## src/rtl/color_tracker_pkg.sv

```systemverilog
// Shared constants, state encoding and RGB565 field positions for the colour
// centroid tracker and its serial dividers.
package color_tracker_pkg;

  // Default frame geometry and the detection threshold
  localparam int IMG_W_DEF      = 320;
  localparam int IMG_H_DEF      = 240;
  localparam int MIN_PIXELS_DEF = 64;

  // Datapath widths: column, row, coordinate sums and match count
  localparam int X_W   = 9;
  localparam int Y_W   = 8;
  localparam int SUM_W = 25;
  localparam int CNT_W = 17;

  // RGB565 field positions
  localparam int R_HI = 15;
  localparam int R_LO = 11;
  localparam int G_HI = 10;
  localparam int G_LO = 5;
  localparam int B_HI = 4;
  localparam int B_LO = 0;

  // Result FSM states
  typedef enum logic [1:0] {
    IDLE   = 2'd0,
    DIVIDE = 2'd1,
    DONE   = 2'd2
  } state_t;

  // Inclusive window test; an inverted window (lo > hi) never matches
  function automatic logic inWindow(input logic [5:0] v,
                                    input logic [5:0] lo,
                                    input logic [5:0] hi);
    return (v >= lo) && (v <= hi);
  endfunction

endpackage

```

## src/rtl/color_centroid_tracker_serial_divider.sv

```systemverilog
// Restoring serial divider: 25-bit dividend by 17-bit divisor, one quotient
// bit per cycle, MSB first. o_done pulses for one cycle when the quotient is
// ready and the quotient then holds until the next start.
module serial_divider
  import color_tracker_pkg::*;
(
  input  logic             i_clk,
  input  logic             i_rst,
  input  logic             i_start,
  input  logic [SUM_W-1:0] i_dividend,
  input  logic [CNT_W-1:0] i_divisor,
  output logic [SUM_W-1:0] o_quotient,
  output logic             o_done
);

  logic [CNT_W-1:0] r_rem;
  logic [SUM_W-1:0] r_quo;
  logic [CNT_W-1:0] r_div;
  logic [4:0]       r_iter;
  logic             r_active;
  logic             r_done;

  logic [CNT_W:0]   w_trial;
  logic             w_fits;
  logic [CNT_W-1:0] w_diff;

  // Shift the next dividend bit into the partial remainder and try a subtract;
  // when it fits the difference is below the divisor, so 17 bits are enough
  always_comb begin
    w_trial = {r_rem, r_quo[SUM_W-1]};
    w_fits  = (w_trial >= {1'b0, r_div});
    w_diff  = w_trial[CNT_W-1:0] - r_div;
  end

  // Load operands on start, then retire one quotient bit per cycle
  always_ff @(posedge i_clk) begin
    if (i_rst) begin
      r_rem    <= '0;
      r_quo    <= '0;
      r_div    <= '0;
      r_iter   <= '0;
      r_active <= 1'b0;
      r_done   <= 1'b0;
    end else begin
      r_done <= 1'b0;
      if (i_start) begin
        r_quo    <= i_dividend;
        r_rem    <= '0;
        r_div    <= i_divisor;
        r_iter   <= 5'(SUM_W);
        r_active <= 1'b1;
      end else if (r_active) begin
        r_rem  <= w_fits ? w_diff : w_trial[CNT_W-1:0];
        r_quo  <= {r_quo[SUM_W-2:0], w_fits};
        r_iter <= r_iter - 5'd1;
        if (r_iter == 5'd1) begin
          r_active <= 1'b0;
          r_done   <= 1'b1;
        end
      end
    end
  end

  assign o_quotient = r_quo;
  assign o_done     = r_done;

endmodule

```

## src/rtl/color_centroid_tracker.sv

```systemverilog
// Per-frame colour centroid: counts RGB565 pixels inside a colour window,
// sums their coordinates and divides at frame end to give (cx, cy).
module color_centroid_tracker
  import color_tracker_pkg::*;
#(
  parameter int IMG_W      = IMG_W_DEF,
  parameter int IMG_H      = IMG_H_DEF,
  parameter int MIN_PIXELS = MIN_PIXELS_DEF
) (
  input  logic             dclk,
  input  logic             rst,
  input  logic             frame_active,
  input  logic             pix_valid,
  input  logic [15:0]      pix_data,
  input  logic [4:0]       r_min,
  input  logic [4:0]       r_max,
  input  logic [5:0]       g_min,
  input  logic [5:0]       g_max,
  input  logic [4:0]       b_min,
  input  logic [4:0]       b_max,
  output logic [X_W-1:0]   cx,
  output logic [Y_W-1:0]   cy,
  output logic [CNT_W-1:0] match_count,
  output logic             target_found,
  output logic             result_valid,
  output logic             busy
);

  logic             r_faDly;
  logic [4:0]       r_rMinSh, r_rMaxSh, r_bMinSh, r_bMaxSh;
  logic [5:0]       r_gMinSh, r_gMaxSh;
  logic [X_W-1:0]   r_x;
  logic [Y_W-1:0]   r_y;
  logic             r_s1Match;
  logic [X_W-1:0]   r_s1X;
  logic [Y_W-1:0]   r_s1Y;
  logic [SUM_W-1:0] r_sumX, r_sumY;
  logic [CNT_W-1:0] r_cnt;
  logic [CNT_W-1:0] r_cntSnap;
  logic [1:0]       r_endPipe;
  state_t           r_state, w_nextState;

  logic             w_rise, w_fall, w_pixIn, w_match, w_snap, w_startDiv;
  logic [4:0]       w_rLo, w_rHi, w_bLo, w_bHi;
  logic [5:0]       w_gLo, w_gHi;
  logic [X_W-1:0]   w_xCur, w_cxSat;
  logic [Y_W-1:0]   w_yCur, w_cySat;
  logic [SUM_W-1:0] w_quoX, w_quoY;
  logic             w_doneX, w_doneY;

  // On the frame-start cycle the shadows are not loaded yet, so a pixel
  // arriving together with the rising edge uses the live thresholds and
  // starts from coordinate (0,0)
  always_comb begin
    w_rise  = frame_active & ~r_faDly;
    w_fall  = ~frame_active & r_faDly;
    w_pixIn = pix_valid & frame_active;
    w_rLo   = w_rise ? r_min : r_rMinSh;
    w_rHi   = w_rise ? r_max : r_rMaxSh;
    w_gLo   = w_rise ? g_min : r_gMinSh;
    w_gHi   = w_rise ? g_max : r_gMaxSh;
    w_bLo   = w_rise ? b_min : r_bMinSh;
    w_bHi   = w_rise ? b_max : r_bMaxSh;
    w_xCur  = w_rise ? '0 : r_x;
    w_yCur  = w_rise ? '0 : r_y;
    w_match = inWindow({1'b0, pix_data[R_HI:R_LO]}, {1'b0, w_rLo}, {1'b0, w_rHi})
            & inWindow(pix_data[G_HI:G_LO], w_gLo, w_gHi)
            & inWindow({1'b0, pix_data[B_HI:B_LO]}, {1'b0, w_bLo}, {1'b0, w_bHi});
    w_snap  = r_endPipe[1];
  end

  // frame_active history for edge detection and the two-cycle drain delay
  always_ff @(posedge dclk) begin
    if (rst) begin
      r_faDly   <= 1'b0;
      r_endPipe <= '0;
    end else begin
      r_faDly   <= frame_active;
      r_endPipe <= {r_endPipe[0], w_fall};
    end
  end

  // Freeze the colour window at frame start so mid-frame edits wait a frame
  always_ff @(posedge dclk) begin
    if (rst) begin
      r_rMinSh <= '0; r_rMaxSh <= '0;
      r_gMinSh <= '0; r_gMaxSh <= '0;
      r_bMinSh <= '0; r_bMaxSh <= '0;
    end else if (w_rise) begin
      r_rMinSh <= r_min; r_rMaxSh <= r_max;
      r_gMinSh <= g_min; r_gMaxSh <= g_max;
      r_bMinSh <= b_min; r_bMaxSh <= b_max;
    end
  end

  // Raster position: x wraps at line end, y sticks on the last row
  always_ff @(posedge dclk) begin
    if (rst) begin
      r_x <= '0;
      r_y <= '0;
    end else if (w_pixIn) begin
      if (w_xCur == X_W'(IMG_W - 1)) begin
        r_x <= '0;
        r_y <= (w_yCur == Y_W'(IMG_H - 1)) ? w_yCur : w_yCur + Y_W'(1);
      end else begin
        r_x <= w_xCur + X_W'(1);
        r_y <= w_yCur;
      end
    end else if (w_rise) begin
      r_x <= '0;
      r_y <= '0;
    end
  end

  // Stage 1: register the match decision with the pixel's coordinates
  always_ff @(posedge dclk) begin
    if (rst) begin
      r_s1Match <= 1'b0;
      r_s1X     <= '0;
      r_s1Y     <= '0;
    end else begin
      r_s1Match <= w_pixIn & w_match;
      r_s1X     <= w_xCur;
      r_s1Y     <= w_yCur;
    end
  end

  // Stage 2: accumulate matching coordinates; frame start discards stale data
  always_ff @(posedge dclk) begin
    if (rst || w_rise) begin
      r_sumX <= '0;
      r_sumY <= '0;
      r_cnt  <= '0;
    end else if (r_s1Match) begin
      r_sumX <= r_sumX + SUM_W'(r_s1X);
      r_sumY <= r_sumY + SUM_W'(r_s1Y);
      r_cnt  <= r_cnt + CNT_W'(1);
    end
  end

  // The dividers capture the live sums on start, which acts as the snapshot
  serial_divider u_divX (
    .i_clk      (dclk),
    .i_rst      (rst),
    .i_start    (w_startDiv),
    .i_dividend (r_sumX),
    .i_divisor  (r_cnt),
    .o_quotient (w_quoX),
    .o_done     (w_doneX)
  );

  serial_divider u_divY (
    .i_clk      (dclk),
    .i_rst      (rst),
    .i_start    (w_startDiv),
    .i_dividend (r_sumY),
    .i_divisor  (r_cnt),
    .o_quotient (w_quoY),
    .o_done     (w_doneY)
  );

  // Result FSM state register and count snapshot; a frame end that lands
  // while a division is running is ignored
  always_ff @(posedge dclk) begin
    if (rst) begin
      r_state   <= IDLE;
      r_cntSnap <= '0;
    end else begin
      r_state <= w_nextState;
      if (r_state == IDLE && w_snap) begin
        r_cntSnap <= r_cnt;
      end
    end
  end

  // Next state: an empty frame skips the divide and reports zero
  always_comb begin
    w_nextState = r_state;
    w_startDiv  = 1'b0;
    case (r_state)
      IDLE: begin
        if (w_snap) begin
          if (r_cnt != '0) begin
            w_startDiv  = 1'b1;
            w_nextState = DIVIDE;
          end else begin
            w_nextState = DONE;
          end
        end
      end
      DIVIDE: begin
        if (w_doneX && w_doneY) begin
          w_nextState = DONE;
        end
      end
      DONE: begin
        w_nextState = IDLE;
      end
      default: begin
        w_nextState = IDLE;
      end
    endcase
  end

  // A mean coordinate can never exceed the image, but clamp rather than
  // silently drop high quotient bits
  always_comb begin
    w_cxSat = (|w_quoX[SUM_W-1:X_W]) ? X_W'(IMG_W - 1) : w_quoX[X_W-1:0];
    w_cySat = (|w_quoY[SUM_W-1:Y_W]) ? Y_W'(IMG_H - 1) : w_quoY[Y_W-1:0];
  end

  // Publish the result when leaving DONE; outputs hold until the next one
  always_ff @(posedge dclk) begin
    if (rst) begin
      cx           <= '0;
      cy           <= '0;
      match_count  <= '0;
      target_found <= 1'b0;
      result_valid <= 1'b0;
    end else begin
      result_valid <= 1'b0;
      if (r_state == DONE) begin
        cx           <= (r_cntSnap == '0) ? '0 : w_cxSat;
        cy           <= (r_cntSnap == '0) ? '0 : w_cySat;
        match_count  <= r_cntSnap;
        target_found <= (r_cntSnap >= CNT_W'(MIN_PIXELS));
        result_valid <= 1'b1;
      end
    end
  end

  assign busy = (r_state != IDLE);

endmodule

```

## config.mk

```make
export PLATFORM = sky130hd
export DESIGN_NAME = color_centroid_tracker
export DESIGN_NICKNAME = d
export VERILOG_FILES = /design/src/rtl/color_tracker_pkg.sv /design/src/rtl/color_centroid_tracker_serial_divider.sv /design/src/rtl/color_centroid_tracker.sv
export SDC_FILE = /design/constraint.sdc
export NUM_CORES = 1
export LEC_CHECK = 0
export BUFFER_PORTS_ARGS = -buffer_cell sky130_fd_sc_hd__buf_2
export CAP_MARGIN = 0
export CORE_ASPECT_RATIO = 1.75
export CORE_MARGIN = 3
export CORE_UTILIZATION = 29
export CTS_CLUSTER_SIZE = 12
export DETAILED_ROUTE_END_ITERATION = 10
export SYNTH_ARGS = -nofsm -noshare
export SYNTH_HDL_FRONTEND = slang
export SYNTH_HIERARCHICAL = 1
export SYNTH_SLANG_ARGS = --single-unit
```

## constraint.sdc

```tcl
create_clock -name dclk -period 2.9 [get_ports dclk]
set_input_delay 0.145 -clock dclk [delete_from_list [all_inputs] [get_ports dclk]]
set_output_delay 0.145 -clock dclk [all_outputs]
set_load 0.05 [all_outputs]
```

==> impl_metrics.json, run 1 <==
{
  "syn_inst": 1946,
  "fin_tns_setup_ns": 0,
  "drc": 0,
  "area_growth_pct": 16.17,
  "grt_usage": 0.1419,
  "use_met2": 0.2780,
  "reg2reg_depth": 10,
  "die_h_um": 320.1,
  "grt_use_met3": 0.01623,
  "min_from": "pix_data[4]",
  "cp_common_cell": "inv_1",
  "nNetsFinal": 2198,
  "pin_count": 89,
  "drive_gt1_frac": 0.1036,
  "max_stage_delay_ns": 0.42,
  "r2r-end": "u_divX/r_rem[7]",
  "drt_iter0_markers": 888,
  "rsz0062_at_grt": "no",
  "startpoint_type": "flip-flop",
  "grt_overflow": 0,
  "ir_worst_vdd_mv": 0.4450,
  "synth_enable_flop_cells": 0,
  "ys_async_sr_fraction": 0,
  "clockRootBuffer": "clkbuf_16",
  "synth_seq_cells": 324,
  "grt_pass1_vias": 14122,
  "dieArea_mm2": 0.05939,
  "place_inst": 2670,
  "cts_buffers": 34,
  "seq_area_mm2": 0.006489,
  "crit_arrival_ns": 3.12,
  "ys.warnings.count": 6,
  "synth-seq-area-share": 0.3966,
  "coreArea_mm2": 0.05549,
  "path_class": "flip-flop to flip-flop",
  "syn_area_mm2": 0.01635,
  "vias_per_cell": 5.143,
  "portBuffers": 88,
  "crit_slowest_cell": "a221oi_4",
  "path_cells": "inv_1 -> ha_1 -> inv_1 -> fa_1 -> a21o_1 -> a221oi_4 -> o221ai_4 -> o21a_2 -> mux2i_1 -> a211oi_1",
  "die_x_um": 185.5,
  "ys_types": 71,
  "tritoncts": "yes",
  "nFillCells": 5654,
  "use_met1": 0.1523,
  "max_cap_violations": 0,
  "h-tree-depth": 2,
  "period_needed_ns": 2.672,
  "grt_max_degree": 74,
  "clock_skew_ns": 0.02020,
  "tightest_slew_ns": 0.7542,
  "ys.flop_type": "dfxtp_1",
  "max_freq_mhz": 374.3,
  "cts_resized": 0,
  "multi_input_area_mm2": 0.009156,
  "num_vias": 14200,
  "fin_crit_sh": 0.9213,
  "hpwl_mm": 30.71,
  "hold_path_class": "input pin to flip-flop",
  "setup_viol": 0,
  "slew_headroom": 0.4972,
  "final_cell_area_mm2": 0.01900,
  "rrSetupSlack_ns": 0.23,
  "path_clk_slew_ns": 0.06,
  "drt-total-wl_mm": 42.88,
  "r2r-start": "u_divX/o_quotient[24]",
  "whs_endpoint": "r_s1Match",
  "place_area_mm2": 0.01761,
  "post-route-util": 0.3424,
  "leakage_nw": 7.160,
  "instances_no_fill": 2761,
  "p_per_area_mw_per_mm2": 473.1,
  "critPathBufInv": 2,
  "first_pass_iters": 5,
  "busiest_layer": "met2",
  "synth.avg_cell_area_um2": 8.403,
  "synth_nets": 2093,
  "crit_fanout": 14,
  "clock_latency_ns": 0.53,
  "min_path_cells": 4,
  "hold_violations": 0,
  "gp_congestion": 0.8994,
  "cp.required_ns": 3.34,
  "slew_violations": 0,
  "crit_path_end_kind": "flip-flop",
  "rows": 114,
  "drt-wirelength-per-cell_um": 15.53,
  "crit_family": "compound AO/OA/AOI/OAI gates",
  "grt_antenna_before_repair": 0,
  "clkSinkCount": 324,
  "antenna_left": 0,
  "n_antenna_cell": 0,
  "grt_pass1_wl_mm": 70.41,
  "clock_path_buffers": 3,
  "start_util": 0.2947,
  "outcome": "complete, no violations"
}
==> cells in the mapped netlist (8+ instances only) <==
master / number / area [µm²]
a2111o_1: 10 / 112.6
buf_2: 10 / 50.05
o211ai_1: 18 / 135.1
and3_1: 23 / 143.9
a32oi_1: 12 / 105.1
xor2_1: 35 / 306.5
inv_1: 71 / 266.5
nor2b_1: 8 / 50.05
or3_1: 15 / 93.84
nand4_1: 33 / 206.5
ha_1: 91 / 1139
nand3_1: 49 / 245.2
a21oi_1: 184 / 920.9
nand2_1: 208 / 780.8
o31ai_1: 12 / 90.09
mux2i_1: 124 / 1241
or4_1: 10 / 75.07
nor3_1: 25 / 125.1
xnor2_1: 27 / 236.5
nor2_1: 269 / 1010
clkbuf_1: 78 / 292.8
a21o_1: 16 / 120.1
nand2b_1: 13 / 81.33
and2_1: 22 / 137.6
dfxtp_1: 324 / 6486
buf_1: 11 / 41.29
o21ai_0: 79 / 395.4
a31oi_1: 22 / 137.6
a211oi_1: 21 / 157.7
nor4_1: 18 / 112.6
==> metrics by stage <==
step	hold slack, ns	setup WS [ns]	total power, W
2_1_floorplan	0.2925	0.4499	0.004845
3_3_place_gp	0.4129	0.2199	0.004968
3_5_place_dp	0.4226	0.2093	0.004978
4_1_cts	0.09199	0.2091	0.009114
5_1_grt	0.1919	0.08199	0.009320
6_report	0.1152	0.2282	0.008988
==> how the worst max path moves through the flow <==
stage                                      from              end  slack [ns]  depth (start not counted)
after floorplan                         r_faDly        r_s1Match        0.45                         11
after global placement    u_divX/o_quotient[24]  u_divX/r_rem[9]        0.22                         10
after detailed placement  u_divX/o_quotient[24]  u_divX/r_rem[9]        0.21                         10
after CTS                 u_divX/o_quotient[24]  u_divX/r_rem[2]        0.21                         10
after global routing      u_divX/o_quotient[24]  u_divX/r_rem[7]        0.08                         10
final                     u_divX/o_quotient[24]  u_divX/r_rem[7]        0.23                         10
==> state kept, by name (all words and copies together) (netlist names), 17 cells and up <==
| signal | cells |
|---|---|
| r_sumX | 25 |
| u_divX/r_rem | 17 |
| u_divY/r_rem | 17 |
| match_count | 17 |
| r_sumY | 25 |
| u_divY/o_quotient | 25 |
| u_divX/r_div | 17 |
| r_cnt | 17 |
| r_cntSnap | 17 |
| u_divY/r_div | 17 |
| u_divX/o_quotient | 25 |
==> per-layer routing <==
layer  part of all wire  vias up
li1                   -     7051
met1               0.40     6800
met2               0.54      263
met3              0.028       86
met4              0.034        0
met5                  0        -
==> power breakdown <==
group	switching, W	internal, W
Sequential	0.0000111	0.00448
Clock	0.00178	0.00229
Combinational	0.000249	0.000174
Total	0.00204	0.00695
==> kinds of logic (layout without fill, tap and decap cells) <==
group / count (synthesis) / in the layout / synth area share
xor gates and xnor gates: 62 / 62 / 0.03321
AOI/OAI and AO/OA: 428 / 428 / 0.1649
DFF: 324 / 324 / 0.3966
buffers and inverters: 178 / 297 / 0.04453
muxes: 127 / 127 / 0.07796
and+or+nand+nor: 732 / 732 / 0.2083
adders and majority gates: 95 / 95 / 0.07452
==> layout make-up <==
cell class / instances / share of cell area
clock inverter: 6 / 0.004215
multi-input combinational: 1444 / 0.4820
tap: 696 / 0.04584
timing repair buffer: 176 / 0.06448
inverter: 71 / 0.01403
clock buffer: 44 / 0.04788
sequential: 324 / 0.3416
==> cells in the final DEF, fill, tap and decap left out, types with 8 or more instances in the layout <==
| cell type | synthesis | layout |
|---|---|---|
| a211oi_1 | 21 | 21 |
| buf_4 | 0 | 49 |
| nand3_1 | 49 | 49 |
| nor3_1 | 25 | 25 |
| clkbuf_1 | 78 | 9 |
| or4_1 | 10 | 10 |
| dfxtp_1 | 324 | 322 |
| xnor2_1 | 27 | 27 |
| nand2b_1 | 13 | 10 |
| a21oi_1 | 184 | 184 |
| a21o_1 | 16 | 16 |
| mux2i_1 | 124 | 124 |
| ha_1 | 91 | 91 |
| inv_1 | 71 | 71 |
| nor2_1 | 269 | 267 |
| and2_1 | 22 | 22 |
| o211ai_1 | 18 | 18 |
| nor2b_1 | 8 | 8 |
| o31ai_1 | 12 | 12 |
| and3_1 | 23 | 23 |
| nand4_1 | 33 | 33 |
| nor4_1 | 18 | 18 |
| clkbuf_16 | 0 | 35 |
| o21ai_0 | 79 | 79 |
| dlygate4sd3_1 | 0 | 37 |
| nand2_1 | 208 | 208 |
| a31oi_1 | 22 | 22 |
| a32oi_1 | 12 | 12 |
| or3_1 | 15 | 15 |
| buf_2 | 10 | 87 |
| a2111o_1 | 10 | 10 |
| xor2_1 | 35 | 35 |
==> tightest hold or removal path, delay by kind of cell <==
kind,cells,cell delay (ns)
AO/OA/AOI/OAI,1,0.04
adder cells (fa/ha/maj),1,0.15
buffers and inverters,1,0.10
AND/OR/NAND/NOR,1,0.15
==> timing repair <==
item,4_1_cts,5_1_grt
setup endpoints to repair,0,4
setup buffers,0,4
endpoints found under the hold margin,52,0
hold buffers,37,0
(Power assumes the default switching activity.)
==> run 2, diff against run 1 <==
- CELL_PAD_IN_SITES_DETAIL_PLACEMENT: not set -> 1
- CELL_PAD_IN_SITES_GLOBAL_PLACEMENT: not set -> 1
- PLACE_DENSITY_LB_ADDON: not set -> 0.1
==> impl_metrics.json, run 2 (synthesized netlist as in run 1, its figures left out) <==
{
  "outcome": "complete, no violations",
  "p_per_area_mw_per_mm2": 498.9,
  "cp.required_ns": 3.36,
  "hold_violations": 0,
  "nNetsFinal": 2213,
  "path_cells": "inv_1 -> ha_1 -> inv_1 -> fa_1 -> a21o_1 -> a221oi_4 -> o221ai_4 -> o21a_2 -> mux2i_1 -> a211oi_1",
  "setup_ws_ns": 0.2320,
  "drt_iter0_markers": 447,
  "reg2reg_depth": 10,
  "antenna_left": 0,
  "drt-total-wl_mm": 52.75,
  "num_vias": 14333,
  "slew_violations": 0,
  "drive_gt1_frac": 0.1172,
  "path_class": "flip-flop to flip-flop",
  "most-common-layout-cells": "dfxtp_1 (322), nor2_1 (267), nand2_1 (208)",
  "crit_slowest_cell": "fa_1",
  "crit_fanout": 14,
  "critical_path_depth": 10,
  "post_cts_buffers": 0,
  "clkSinkCount": 324,
  "start_util": 0.2947,
  "h-tree-depth": 2,
  "place_area_mm2": 0.01781,
  "crit_family": "compound AO/OA/AOI/OAI gates",
  "nFillCells": 6494,
  "clockRootBuffer": "clkbuf_16",
  "portBuffers": 88,
  "grt_pass1_vias": 15416,
  "max_stage_delay_ns": 0.40,
  "clock_latency_ns": 0.54,
  "clock_path_buffers": 3,
  "path_clk_slew_ns": 0.06,
  "die_h_um": 320.1,
  "tightest_slew_ns": 0.7933,
  "ir_worst_vdd_mv": 0.3196,
  "leakage_nw": 7.345,
  "fin_crit_sh": 0.9200,
  "dieArea_mm2": 0.05939,
  "drt-wirelength-per-cell_um": 18.93,
  "grt_pass1_wl_mm": 84.35,
  "grt_max_degree": 72,
  "period_needed_ns": 2.668,
  "grt_overflow": 0,
  "crit_path_end_kind": "flip-flop",
  "cts_buffers": 37,
  "rsz0062_at_grt": "no",
  "grt_antenna_before_repair": 0,
  "min_path_cells": 2,
  "post-route-util": 0.3488,
  "startpoint_type": "flip-flop",
  "first_pass_iters": 4,
  "critPathBufInv": 2,
  "fin_tns_setup_ns": 0,
  "tritoncts": "yes",
  "max_cap_violations": 0,
  "max_freq_mhz": 374.8,
  "coreArea_mm2": 0.05549,
  "crit_arrival_ns": 3.12,
  "place_inst": 2688,
  "vias_per_cell": 5.143,
  "slew_headroom": 0.4712,
  "instances_no_fill": 2787,
  "setup_viol": 0,
  "die_x_um": 185.5,
  "n_antenna_cell": 0,
  "gp_congestion": 0.7795,
  "final_common_cell": "dfxtp_1",
  "cp_common_cell": "inv_1",
  "drc": 0,
  "hpwl_mm": 39.41,
  "grt_usage": 0.1778,
  "clock_skew_ns": 0.02619,
  "rows": 114,
  "area_growth_pct": 18.34,
  "final_cell_area_mm2": 0.01935,
  "pin_count": 89,
  "hold_path_class": "input pin to flip-flop",
  "pre_cts_ws_ns": 0.2049
}
[run 2: cell count changes in the layout (fill, tap and decap cells not counted), sizes merged]
cell,change
clkinv,+3
clkbuf,+8
dlygate4sd3,-2
buf,+14
inv,+2
bufinv,+1
[run 2: report_power, final]
group / internal [W] / total (W) / switching, W
Sequential: 0.00448 / 0.00449 / 0.0000107
Clock: 0.00274 / 0.00471 / 0.00198
Combinational: 0.000182 / 0.000449 / 0.000267
[run 2: per-layer routing]
layer / GRT usage / wire length [µm] / up-vias
met2: 0.3488 / 28810 / 172
li1: - / - / 7093
met5: 0 / 0 / -
met1: 0.1895 / 20560 / 6987
met3: 0.02008 / 1296 / 81
met4: 0.06859 / 2076 / 0
[run 2: final timing paths]
path                                            start               to  slack, ns
worst max-delay path            u_divY/o_quotient[24]  u_divY/r_rem[7]       0.23
worst min-delay path                              rst      r_bMaxSh[1]       0.01
worst max register to register  u_divY/o_quotient[24]  u_divY/r_rem[7]       0.23
worst min register to register                  cx[3]            cx[3]       0.45
[run 2: worst register-to-register path, delay by kind of cell, from the launching register on]
kind	cells	cell delay (ns)
AO/OA/AOI/OAI	5	1.42
adder cells (fa/ha/maj)	2	0.55
buffers and inverters	2	0.11
flip-flops	1	0.33
multiplexers	1	0.17
[run 2: cell type report]
type                       count  area (µm²)  area share
timing repair buffer         188        1373     0.07093
inverter                      71       266.5     0.01377
clock inverter                12       123.9    0.006401
sequential                   324        6489      0.3353
clock buffer                  52        1062     0.05489
multi-input combinational   1444        9168      0.4737
tap                          696       870.8     0.04500
[run 2: metrics by stage]
| step | power, W | hold WS [ns] |
|---|---|---|
| floorplan | 0.004845 | 0.2925 |
| global placement | 0.005014 | 0.4129 |
| detailed placement | 0.005020 | 0.4219 |
| CTS | 0.009871 | 0.0003906 |
| global route | 0.01009 | 0.01304 |
| finish | 0.009655 | 0.01356 |
[run 2: repair_timing]
| action | CTS | global route |
|---|---|---|
| gates resized for setup | 0 | 1 |
| endpoints found under the hold margin | 36 | 0 |
| setup endpoints to repair | 0 | 1 |
| hold buffers | 35 | 0 |
==> run 3, diff against run 2 <==
- clock period: 2.9 -> 2.63 ns (I/O delays scaled with it)
==> impl_metrics.json, run 3 (synthesized netlist as in run 1, its figures left out) <==
{
  "coreArea_mm2": 0.05549,
  "period_needed_ns": 2.471,
  "grt_pass1_vias": 15376,
  "clock_skew_ns": 0.03431,
  "drc": 0,
  "cts_buffers": 37,
  "fin_crit_sh": 0.9394,
  "ir_worst_vdd_mv": 0.5058,
  "met2_length_mm": 28.85,
  "p_per_area_mw_per_mm2": 550.0,
  "drt-wirelength-per-cell_um": 18.68,
  "nFillCells": 6487,
  "topRoutingLayerUsed": "met4",
  "clock_path_buffers": 3,
  "setup_viol": 0,
  "pin_count": 89,
  "tightest_slew_ns": 1.153,
  "multi_input_area_mm2": 0.009211,
  "drt-total-wl_mm": 52.78,
  "clock_latency_ns": 0.54,
  "hold_violations": 0,
  "crit_fanout": 6,
  "num_vias": 14524,
  "antenna_left": 0,
  "die_h_um": 320.1,
  "vias_per_cell": 5.139,
  "dieArea_mm2": 0.05939,
  "nNetsFinal": 2253,
  "clockRootBuffer": "clkbuf_16",
  "switchingPower_w": 0.002483,
  "most-common-layout-cells": "dfxtp_1 (322), nor2_1 (267), nand2_1 (208)",
  "seq_area_mm2": 0.006489,
  "path_class": "flip-flop to flip-flop",
  "hold_ws_ns": 0.08628,
  "grt_usage": 0.1757,
  "cp.required_ns": 3.08,
  "final_common_cell": "dfxtp_1",
  "max_cap_violations": 0,
  "portBuffers": 88,
  "crit_path_end_kind": "flip-flop",
  "grt_overflow": 0,
  "swShare": 0.2287,
  "fin_tns_setup_ns": 0,
  "grt_antenna_before_repair": 0,
  "rrSetupSlack_ns": 0.16,
  "area_growth_pct": 20.69,
  "drive_gt1_frac": 0.1319,
  "crit_arrival_ns": 2.92,
  "start_util": 0.2947,
  "outcome": "complete, no violations",
  "path_clk_slew_ns": 0.06,
  "hpwl_mm": 39.11,
  "place_area_mm2": 0.01798,
  "die_x_um": 185.5,
  "n_antenna_cell": 0,
  "startpoint_type": "flip-flop",
  "drt_iter0_markers": 406,
  "slew_violations": 0,
  "grt_pass1_wl_mm": 83.60,
  "met3_wirelength_mm": 1.337,
  "slew_headroom": 0.2288,
  "first_pass_iters": 4,
  "rows": 114,
  "clkSinkCount": 324,
  "power_frac_seq": 0.456,
  "final_cell_area_mm2": 0.01974,
  "clock_power_share": 0.496,
  "p_int_w": 0.008373,
  "hold_path_class": "input pin to flip-flop",
  "max_freq_mhz": 404.8,
  "gp_congestion": 0.8294,
  "wl_met1_mm": 20.78,
  "leakage_nw": 7.558,
  "h-tree-depth": 2,
  "tritoncts": "yes",
  "grt_max_degree": 74,
  "pwr-share-comb": 0.047,
  "rsz0062_at_grt": "no"
}
## run 3: cell types whose count changed in the layout (fill, tap and decap cells not counted), moves of 3 or more
cell           change
buf_4             +33
clkbuf_1           +3
clkbuf_8           -4
dlygate4sd3_1      +7
## run 3: timing repair
item | in CTS | in global routing
setup endpoints to repair | 1 | 22
endpoints found under the hold margin | 53 | 0
buffers inserted | 0 | 7
pin swaps | 0 | 12
gates resized for setup | 1 | 12
hold buffers | 42 | 0
## run 3: per-stage QoR
step           setup WS [ns]  power, W  instances  utilization
6_report              0.1594   0.01086       2826       0.3557
5_1_grt             0.002445   0.01132       2826       0.3557
4_1_cts              0.01486   0.01110       2819       0.3539
3_5_place_dp         0.01845  0.005541       2714       0.3241
3_3_place_gp         0.05393  0.005534       2714       0.3241
2_1_floorplan         0.1799  0.005342       1946            -
## run 3: power by group through the flow
stage                     combinational (W)  clock [W]  sequential [W]
after floorplan                    0.000283          0         0.00506
after global placement             0.000474          0         0.00506
after detailed placement           0.000480          0         0.00506
after CTS                          0.000530    0.00562         0.00495
after global routing               0.000582    0.00579         0.00495
final                              0.000515    0.00539         0.00495
## run 3: final cells by class
class,count,share of cell area
multi-input cells,1444,0.4667
flip-flops and latches,324,0.3288
repair buffers,228,0.08476
clock buffers,53,0.05414
well taps,696,0.04412
inverters,71,0.01350
clock inverters,10,0.007988
## run 3: worst paths after layout
path              cells past startpoint               to                  start
setup / recovery                     12  u_divX/r_rem[2]  u_divX/o_quotient[24]
hold / removal                        4        r_s1Match            pix_data[4]
setup reg to reg                     12  u_divX/r_rem[2]  u_divX/o_quotient[24]
hold reg to reg                       2            cx[2]                  cx[2]
## run 3: per-layer routing
layer,up-vias,GRT usage
li1,7178,-
met1,7095,0.1894
met2,178,0.3465
met3,73,0.02088
met4,0,0.05808
met5,-,0
## run 3: worst max-delay path, cell delays in order, from the launching register on
cell and delay (ns):
dfxtp_1 0.31, inv_1 0.05, ha_1 0.15, inv_1 0.05
fa_2 0.35, a21o_1 0.22, a221oi_4 0.29, buf_4 0.16
o221ai_4 0.12, o21ai_4 0.27, buf_6 0.16, nand3_1 0.07
a31oi_1 0.17
